==> config.mk <==
export PLATFORM = sky130hd
export DESIGN_NAME = mem_port_arbiter_flat
export DESIGN_NICKNAME = d
export VERILOG_FILES = /design/src/rtl/mem_port_arbiter_pkg.sv /design/src/rtl/mem_port_arbiter_if.sv /design/src/rtl/mem_arb_rr_pick.sv /design/src/rtl/mem_port_arbiter.sv /design/src/flat_wrapper.sv
export SDC_FILE = /design/constraint.sdc
export NUM_CORES = 1
export LEC_CHECK = 0
export ABC_AREA = 1
export BUFFER_PORTS_ARGS = -buffer_cell sky130_fd_sc_hd__clkbuf_2
export CORE_AREA = 2 2 84 86
export CTS_CLUSTER_DIAMETER = 60
export DETAILED_ROUTE_END_ITERATION = 12
export DIE_AREA = 0 0 86 88
export HOLD_SLACK_MARGIN = 0.03
export SYNTH_ARGS = -nofsm -noshare
export SYNTH_HDL_FRONTEND = slang
export SYNTH_SLANG_ARGS = --single-unit
==> constraint.sdc <==
create_clock -name clk -period 2.8 [get_ports clk]
set_input_delay 0.84 -clock clk [delete_from_list [all_inputs] [get_ports clk]]
set_output_delay 0.84 -clock clk [all_outputs]
set_load 0.01 [all_outputs]
==> src/rtl/mem_port_arbiter_pkg.sv <==
// Shared widths, FSM encoding and requester-id type for the two-port memory arbiter.
package mem_port_arbiter_pkg;

  localparam int ADDR_W = 14;
  localparam int DATA_W = 32;

  typedef enum logic {
    ST_IDLE  = 1'b0,
    ST_BURST = 1'b1
  } arb_state_t;

  typedef logic req_id_t;

  function automatic req_id_t other_req(input req_id_t id);
    return ~id;
  endfunction

endpackage

==> src/rtl/mem_port_arbiter_if.sv <==
// Requester, response and memory-command signals of the arbiter bundled in one interface.
interface mem_port_arbiter_if;
  import mem_port_arbiter_pkg::*;

  logic              r0_valid;
  logic              r1_valid;
  logic              r0_ready;
  logic              r1_ready;
  logic              r0_we;
  logic              r1_we;
  logic [ADDR_W-1:0] r0_addr;
  logic [ADDR_W-1:0] r1_addr;
  logic [DATA_W-1:0] r0_wdata;
  logic [DATA_W-1:0] r1_wdata;
  logic              r0_rsp_valid;
  logic              r1_rsp_valid;
  logic [DATA_W-1:0] rsp_data;
  logic              mem_wr_en;
  logic              mem_rd_en;
  logic [ADDR_W-1:0] mem_addr;
  logic [DATA_W-1:0] mem_wdata;
  logic [DATA_W-1:0] mem_rdata;
  logic              mem_rvalid;

  // master: requesters plus memory (the environment); slave: the arbiter itself
  modport master (
    output r0_valid, r1_valid, r0_we, r1_we, r0_addr, r1_addr, r0_wdata, r1_wdata,
    input  r0_ready, r1_ready, r0_rsp_valid, r1_rsp_valid, rsp_data,
    input  mem_wr_en, mem_rd_en, mem_addr, mem_wdata,
    output mem_rdata, mem_rvalid
  );

  modport slave (
    input  r0_valid, r1_valid, r0_we, r1_we, r0_addr, r1_addr, r0_wdata, r1_wdata,
    output r0_ready, r1_ready, r0_rsp_valid, r1_rsp_valid, rsp_data,
    output mem_wr_en, mem_rd_en, mem_addr, mem_wdata,
    input  mem_rdata, mem_rvalid
  );

endinterface

==> src/rtl/mem_arb_rr_pick.sv <==
// Two-way round-robin grant select: a lone valid requester wins, otherwise rr_ptr decides.
module mem_arb_rr_pick
  import mem_port_arbiter_pkg::*;
(
  input  logic [1:0] i_valid,
  input  req_id_t    i_rr_ptr,
  output logic       o_grant_valid,
  output req_id_t    o_grant_id
);

  always_comb begin
    o_grant_valid = |i_valid;
    o_grant_id    = i_rr_ptr;
    if (i_valid == 2'b01) begin
      o_grant_id = 1'b0;
    end else if (i_valid == 2'b10) begin
      o_grant_id = 1'b1;
    end
  end

endmodule

==> src/rtl/mem_port_arbiter.sv <==
// Two-requester single-port memory arbiter with bounded bursts and round-robin fairness.
// Optional MEM_ARB_STATS_EN adds saturating grant/conflict counters.
module mem_port_arbiter
  import mem_port_arbiter_pkg::*;
#(
  parameter int MAX_BURST = 4
) (
  input logic clk,
  input logic rst,
  mem_port_arbiter_if.slave bus
`ifdef MEM_ARB_STATS_EN
  ,
  output logic [15:0] stat_grant0,
  output logic [15:0] stat_grant1,
  output logic [15:0] stat_conflict
`endif
);

  localparam logic [3:0] MAX_CNT = 4'(MAX_BURST);

  arb_state_t  r_state;
  arb_state_t  w_state_nxt;
  req_id_t     r_owner;
  req_id_t     w_owner_nxt;
  req_id_t     r_rr_ptr;
  req_id_t     w_rr_ptr_nxt;
  req_id_t     r_tag;
  logic [3:0]  r_count;
  logic [3:0]  w_count_nxt;
  logic [3:0]  w_new_count;
  logic        r_rd_pending;

  logic [1:0]  w_valid;
  logic        w_own_valid;
  logic        w_pick_valid;
  req_id_t     w_pick_id;
  req_id_t     w_grant_id;
  logic        w_accept;
  logic        w_sel_we;

  assign w_valid     = {bus.r1_valid, bus.r0_valid};
  assign w_own_valid = r_owner ? bus.r1_valid : bus.r0_valid;

  // While a burst owner drops valid its bit is 0, so the picker hands the slot to the other side.
  mem_arb_rr_pick u_pick (
    .i_valid       (w_valid),
    .i_rr_ptr      (r_rr_ptr),
    .o_grant_valid (w_pick_valid),
    .o_grant_id    (w_pick_id)
  );

  always_comb begin
    w_grant_id   = w_pick_id;
    w_accept     = w_pick_valid & rst;
    w_state_nxt  = r_state;
    w_owner_nxt  = r_owner;
    w_count_nxt  = r_count;
    w_rr_ptr_nxt = r_rr_ptr;
    w_new_count  = 4'd1;

    if (r_state == ST_BURST && w_own_valid) begin
      w_grant_id = r_owner;
    end

    if (r_state == ST_BURST && !w_own_valid) begin
      w_state_nxt  = ST_IDLE;
      w_count_nxt  = 4'd0;
      w_rr_ptr_nxt = other_req(r_owner);
    end

    if (w_accept) begin
      if (r_state == ST_BURST && w_grant_id == r_owner) begin
        w_new_count = r_count + 4'd1;
      end
      w_owner_nxt = w_grant_id;
      if (w_new_count == MAX_CNT) begin
        w_state_nxt  = ST_IDLE;
        w_count_nxt  = 4'd0;
        w_rr_ptr_nxt = other_req(w_grant_id);
      end else begin
        w_state_nxt  = ST_BURST;
        w_count_nxt  = w_new_count;
      end
    end
  end

  assign w_sel_we      = w_grant_id ? bus.r1_we : bus.r0_we;
  assign bus.r0_ready  = w_accept && (w_grant_id == 1'b0);
  assign bus.r1_ready  = w_accept && (w_grant_id == 1'b1);
  assign bus.mem_wr_en = w_accept && w_sel_we;
  assign bus.mem_rd_en = w_accept && !w_sel_we;
  assign bus.mem_addr  = w_grant_id ? bus.r1_addr : bus.r0_addr;
  assign bus.mem_wdata = w_grant_id ? bus.r1_wdata : bus.r0_wdata;

  // Pending flag masks any memory return that belongs to a read issued before a reset.
  assign bus.r0_rsp_valid = bus.mem_rvalid && r_rd_pending && (r_tag == 1'b0);
  assign bus.r1_rsp_valid = bus.mem_rvalid && r_rd_pending && (r_tag == 1'b1);
  assign bus.rsp_data     = bus.mem_rdata;

  always_ff @(posedge clk or negedge rst) begin
    if (!rst) begin
      r_state      <= ST_IDLE;
      r_owner      <= 1'b0;
      r_rr_ptr     <= 1'b0;
      r_count      <= 4'd0;
      r_tag        <= 1'b0;
      r_rd_pending <= 1'b0;
    end else begin
      r_state      <= w_state_nxt;
      r_owner      <= w_owner_nxt;
      r_rr_ptr     <= w_rr_ptr_nxt;
      r_count      <= w_count_nxt;
      r_rd_pending <= w_accept && !w_sel_we;
      if (w_accept && !w_sel_we) begin
        r_tag <= w_grant_id;
      end
    end
  end

`ifdef MEM_ARB_STATS_EN
  logic [15:0] r_stat_grant0;
  logic [15:0] r_stat_grant1;
  logic [15:0] r_stat_conflict;

  always_ff @(posedge clk or negedge rst) begin
    if (!rst) begin
      r_stat_grant0   <= 16'd0;
      r_stat_grant1   <= 16'd0;
      r_stat_conflict <= 16'd0;
    end else begin
      if (bus.r0_ready && r_stat_grant0 != 16'hFFFF) begin
        r_stat_grant0 <= r_stat_grant0 + 16'd1;
      end
      if (bus.r1_ready && r_stat_grant1 != 16'hFFFF) begin
        r_stat_grant1 <= r_stat_grant1 + 16'd1;
      end
      if ((&w_valid) && r_stat_conflict != 16'hFFFF) begin
        r_stat_conflict <= r_stat_conflict + 16'd1;
      end
    end
  end

  assign stat_grant0   = r_stat_grant0;
  assign stat_grant1   = r_stat_grant1;
  assign stat_conflict = r_stat_conflict;
`endif

endmodule

==> src/flat_wrapper.sv <==
// flat-port wrapper written by rule: the top's interface ports become plain ports
module mem_port_arbiter_flat import mem_port_arbiter_pkg::*;
#(
  parameter int MAX_BURST = 4
)
  (clk, rst, bus_r0_valid, bus_r1_valid, bus_r0_we, bus_r1_we, bus_r0_addr, bus_r1_addr, bus_r0_wdata, bus_r1_wdata, bus_r0_ready, bus_r1_ready, bus_r0_rsp_valid, bus_r1_rsp_valid, bus_rsp_data, bus_mem_wr_en, bus_mem_rd_en, bus_mem_addr, bus_mem_wdata, bus_mem_rdata, bus_mem_rvalid);
  mem_port_arbiter_if bus_i ();
  input logic clk;
  input logic rst;
  input wire logic [$bits(bus_i.r0_valid)-1:0] bus_r0_valid;
  input wire logic [$bits(bus_i.r1_valid)-1:0] bus_r1_valid;
  input wire logic [$bits(bus_i.r0_we)-1:0] bus_r0_we;
  input wire logic [$bits(bus_i.r1_we)-1:0] bus_r1_we;
  input wire logic [$bits(bus_i.r0_addr)-1:0] bus_r0_addr;
  input wire logic [$bits(bus_i.r1_addr)-1:0] bus_r1_addr;
  input wire logic [$bits(bus_i.r0_wdata)-1:0] bus_r0_wdata;
  input wire logic [$bits(bus_i.r1_wdata)-1:0] bus_r1_wdata;
  output wire logic [$bits(bus_i.r0_ready)-1:0] bus_r0_ready;
  output wire logic [$bits(bus_i.r1_ready)-1:0] bus_r1_ready;
  output wire logic [$bits(bus_i.r0_rsp_valid)-1:0] bus_r0_rsp_valid;
  output wire logic [$bits(bus_i.r1_rsp_valid)-1:0] bus_r1_rsp_valid;
  output wire logic [$bits(bus_i.rsp_data)-1:0] bus_rsp_data;
  output wire logic [$bits(bus_i.mem_wr_en)-1:0] bus_mem_wr_en;
  output wire logic [$bits(bus_i.mem_rd_en)-1:0] bus_mem_rd_en;
  output wire logic [$bits(bus_i.mem_addr)-1:0] bus_mem_addr;
  output wire logic [$bits(bus_i.mem_wdata)-1:0] bus_mem_wdata;
  input wire logic [$bits(bus_i.mem_rdata)-1:0] bus_mem_rdata;
  input wire logic [$bits(bus_i.mem_rvalid)-1:0] bus_mem_rvalid;
  assign bus_i.r0_valid = bus_r0_valid;
  assign bus_i.r1_valid = bus_r1_valid;
  assign bus_i.r0_we = bus_r0_we;
  assign bus_i.r1_we = bus_r1_we;
  assign bus_i.r0_addr = bus_r0_addr;
  assign bus_i.r1_addr = bus_r1_addr;
  assign bus_i.r0_wdata = bus_r0_wdata;
  assign bus_i.r1_wdata = bus_r1_wdata;
  assign bus_r0_ready = bus_i.r0_ready;
  assign bus_r1_ready = bus_i.r1_ready;
  assign bus_r0_rsp_valid = bus_i.r0_rsp_valid;
  assign bus_r1_rsp_valid = bus_i.r1_rsp_valid;
  assign bus_rsp_data = bus_i.rsp_data;
  assign bus_mem_wr_en = bus_i.mem_wr_en;
  assign bus_mem_rd_en = bus_i.mem_rd_en;
  assign bus_mem_addr = bus_i.mem_addr;
  assign bus_mem_wdata = bus_i.mem_wdata;
  assign bus_i.mem_rdata = bus_mem_rdata;
  assign bus_i.mem_rvalid = bus_mem_rvalid;
  mem_port_arbiter #(.MAX_BURST(MAX_BURST)) u_core (.clk(clk), .rst(rst), .bus(bus_i));
endmodule
---- Word level (Yosys, flattened, before mapping) ----
Index checks and enable logic that the tools add are counted.
storage, ports and cells
  bits in registers ....................... 9
  bits of input ports ..................... 131
  output and inout port bits .............. 84
cells by class
  add/subtract/negate cells ............... 1
  equality and inequality tests ........... 4
  mux-type cells .......................... 18
  bitwise gates (word level) .............. 4
  reduce and logical (&&, ||, !) cells .... 14
operators by type and width
  cell                                                 count
  2-to-1 mux 32 bit                                    1
  2-to-1 mux 4 bit                                     5
  2-to-1 mux 14 bit                                    1
  2-to-1 mux 1 bit                                     11
  logical AND 1 bit                                    10
  adder 4 x 1 -> 4 bit, second input constant          1
  equality test 4 x 3 -> 1 bit, second input constant  1
  inverter 1 bit                                       3
  equality test 2 x 1 -> 1 bit, second input constant  1
  equality test 2 bit, second input constant           1
  zero test 1 bit                                      2
  nonzero test 2 bit                                   1
  OR reduction 2 bit                                   1
  AND 1 bit                                            1
  equality test 1 bit                                  1

---- Depth between registers and ports, before layout ----
  word-level depth ........................ 11
  mapped depth ............................ 12
  mapped depth without buffers ............ 12

---- Modules after synthesis ----
Synthesis repeated with hierarchy kept, for this count alone.
second synthesis, totals
  cells, all modules ...................... 261
  area total of the unflattened synthesis .. 1428.9 um^2
by module, submodules not included
  module            instances  cells an instance  area an instance (um^2)  sequential area each (um^2)
  mem_port_arbiter  1          257                1410.1                   225.2
  mem_arb_rr_pick   1          4                  18.8                     0.0

---- Least setup slack after synthesis ----
No wires, ideal clock.
  kind .................................... input to output
  from .................................... in bus_r1_valid
  to ...................................... out bus_mem_addr[0]
  arrival time ............................ 1.692 ns
  required time ........................... 1.960 ns
  path slack .............................. 0.268 ns
  stages .................................. 11
  cells stage by stage .................... inv_1 -> nand2_1 -> nand3_2 -> inv_2 -> nand2_1 -> nand2_2 -> inv_2 -> buf_6 -> buf_6 -> nand2_1 -> nand2_1
between the ends
  word-level cells in the longest chain between the ends .. 5
  elaborated cells between the ends (all ways) .. 8
  classes of those cells .................. eq/ne: 2; mux: 5; reduce/logical: 1
RTL lines
  what                 RTL line                RTL
  start: declaration   flat_wrapper.sv:11      input wire logic [$bits(bus_i.r1_valid)-1:0] bus_r1_valid;
  equality test 2 bit  mem_arb_rr_pick.sv:16   end else if (i_valid == 2'b10) begin
  2-to-1 mux 1 bit     mem_arb_rr_pick.sv:16
  2-to-1 mux 1 bit     mem_arb_rr_pick.sv:14   if (i_valid == 2'b01) begin
  2-to-1 mux 1 bit *   mem_port_arbiter.sv:61  if (r_state == ST_BURST && w_own_valid) begin
  2-to-1 mux 14 bit *  mem_port_arbiter.sv:92  assign bus.mem_addr = w_grant_id ? bus.r1_addr : bus.r0_addr;
  end: declaration     flat_wrapper.sv:25      output wire logic [$bits(bus_i.mem_addr)-1:0] bus_mem_addr;
Mark *: on every way between the ends. The rest lies on a longest branch, timed or not.

---- Final worst setup path ----
  from .................................... in bus_r1_valid
  to ...................................... out bus_mem_wdata[0]
between the ends
  word-level cells in the longest chain between the ends .. 5
  elaborated cells between the ends (all ways) .. 8
  classes of those cells .................. eq/ne: 2; mux: 5; reduce/logical: 1
RTL lines
  what                 RTL line                RTL
  equality test 2 bit  mem_arb_rr_pick.sv:16
  2-to-1 mux 1 bit     mem_arb_rr_pick.sv:16
  2-to-1 mux 1 bit     mem_arb_rr_pick.sv:14
  2-to-1 mux 1 bit *   mem_port_arbiter.sv:61
  2-to-1 mux 32 bit *  mem_port_arbiter.sv:93  assign bus.mem_wdata = w_grant_id ? bus.r1_wdata : bus.r0_wdata;
  end: declaration     flat_wrapper.sv:26      output wire logic [$bits(bus_i.mem_wdata)-1:0] bus_mem_wdata;
Marked as above.

==> out/metrics.cfg <==
[status]
status=complete, no violations

[timing]
maxSlewViolCount=0
setup_tns_ns=0
fin_crit_ns=2.75
rsz0062_at_grt=yes
fin_hold_ws_ns=0.536
fmax_mhz=364
relSlewSlack_pct=81.9
worstMarginPinSlew_ns=0.271
setup_viol=0
hold_viol=0
skew_ns=0.000545
min_period_over_period_pct=98.1

[critical_path]
slowest_delay_ns=0.17
crit_fanout=8
crit_chain=buf_8 -> inv_4 -> nand2_4 -> nand3_4 -> inv_4 -> nand2_4 -> nand2_8 -> clkinv_8 -> clkbuf_16 -> nand2_1 -> nand2_1 -> clkbuf_2
cp_slowest_cell=clkbuf_16
cpLargestDelayFamily=buffers and inverters
critPathLaunchType=input port
r2r_end=u_core.r_rr_ptr
endpoint_kind=output port
cp.arrival_ns=1.91
worstPathRequired_ns=1.96
ff2ff_path_depth=11
criticalPathCategory=in -> out
r2r_slack_ns=1.23
r2r_start=u_core.r_owner
crit_buf_inv=6

[logic_synthesis]
synthCells=258
syn_nets=390
synth.top_cell.area_share_pct=43.1
ys_seq_area_share_pct=16.2
yosysTopAreaCell=nand2_1
ys_types=18
yosys_register_bits=9
synth_area_um2=1390
ys_warn_count=0
yosys-top-cells-area=nand2_1, buf_4, dfrtp_1
syn_area_per_cell_um2=5.40

[flow_run]
drv_cap=0

[finish]
layout_common_cells=nand2_1, clkbuf_2, nand2_2, nand3_1, buf_2
fin_util_pct=36.2
syn_to_final_growth_pct=72.4
drive_gt1_share_pct=52.2
final_common_cell=nand2_1
nets=522
n_antenna_cell=0
fin_cells=469

[grt]
grt_pass1_vias=1499
grt_overflow=0
grt_max_degree=28
antenna_found_initial=0
grt_pass1_wl_um=6560
grt_usage_pct=10.7

[floorplan]
core-area_um2=6640
rows=30
dieArea_um2=7570
start_util_pct=21.0
io_pins=215
dieHeight_um=88
die_w_um=86

[cts]
path_clk_slew_ns=0.04
h-tree-depth=1
cts_root_buf=clkbuf_8
cts_tree=yes
clockBufferDepth=2
insertion_delay_ns=0.23
numClockSinks=9
post_cts_buffers=0
cts_inserted_buffers=3

[place]
place_congestion=0.778
portBuffers=150
dpl.hpwl_um=3810
dp.cells=456

[routing]
first_pass_iters=4
wl_per_cell_um=11.5
vias_per_cell=4.18
drtIter0Drc=39
drc=0
drt_wl_total_um=5410
antenna_left=0
via_count=1959

[power]
p_leak_nw=1.57
ir_worst_vdd_mv=0.264
powerDensity_nw_per_um2=835

[hold_path]
hold_path.class=in -> async

-- kinds of logic (layout without fill, tap and decap cells) --
| kind of cell | count (synthesis) | after routing | synth area share (%) |
|---|---|---|---|
| buffers and inverters | 54 | 185 | 26.7 |
| flip-flops | 9 | 9 | 16.2 |
| adder cells (fa/ha/maj) | 1 | 1 | 0.898 |
| AO/OA/AOI/OAI | 9 | 9 | 3.23 |
| XOR/XNOR | 2 | 2 | 1.26 |
| AND/OR/NAND/NOR | 183 | 183 | 51.8 |
-- cell type report --
| cell class | count | area (µm²) |
|---|---|---|
| multi-input cells | 195 | 890 |
| inverters | 12 | 65.1 |
| repair inverters | 1 | 8.76 |
| flip-flops and latches | 9 | 226 |
| well taps | 80 | 100 |
| fillers | 747 | 4240 |
| clock buffers | 4 | 45.0 |
| repair buffers | 168 | 1070 |
-- power by group --
group | internal (mW) | switching (mW)
registers | 0.168 | 0.0470
logic | 0.766 | 0.877
clock network | 0.0992 | 0.0511
total | 1.03 | 0.975
-- how the worst max path moves through the flow --
stage | startpoint | endpoint | cells past startpoint
finish | bus_r1_valid | bus_mem_wdata[0] | 12
global route | bus_r1_valid | bus_mem_wdata[31] | 12
floorplan | bus_r1_valid | bus_mem_addr[0] | 11
detailed placement | bus_r0_valid | bus_mem_addr[2] | 11
global placement | bus_r1_valid | bus_mem_rd_en | 10
CTS | bus_r0_valid | bus_mem_addr[10] | 12
-- layer usage --
layer	wire, µm	global-route usage, %	share of wire [%]	vias up
li1	-	-	-	1011
met1	2380	13.9	44	815
met2	2400	17.2	44	114
met3	497	1.89	9.2	19
met4	127	5.19	2.3	0
met5	0	0	0	-
-- flip-flops by register name (all words and copies together) (netlist names) --
register             flops
u_core.r_count           4
u_core.r_tag             1
u_core.r_state           1
u_core.r_rd_pending      1
u_core.r_owner           1
u_core.r_rr_ptr          1
-- cell usage after synthesis --
| master | n |
|---|---|
| inv_1 | 10 |
| ha_1 | 1 |
| nand3_1 | 11 |
| buf_4 | 34 |
| or2_2 | 1 |
| nand2_1 | 160 |
| o21ai_1 | 1 |
| nor2_1 | 5 |
| a21oi_1 | 1 |
| nand2_2 | 3 |
| nor2_2 | 2 |
| dfrtp_1 | 9 |
| buf_2 | 3 |
| buf_6 | 5 |
| xor2_1 | 2 |
| o21ai_0 | 7 |
| inv_2 | 2 |
| nand3_2 | 1 |
-- timing repair --
item | CTS | global route
hold buffers | 0 | 0
cloned | 1 | 8
pin swaps | 2 | 4
setup endpoints to repair | 47 | 49
gates resized for setup | 6 | 55
-- per-stage QoR --
stage	setup slack (ns)	area, µm²	power, mW
detailed placement	-0.0694	2020	1.42
floorplan	0.268	1390	1.01
CTS	-0.0159	2110	1.67
global placement	-0.0425	2020	1.41
global route	-0.0237	2400	2.20
finish	0.0537	2400	2.01
Power figures use the tool's default switching activity.
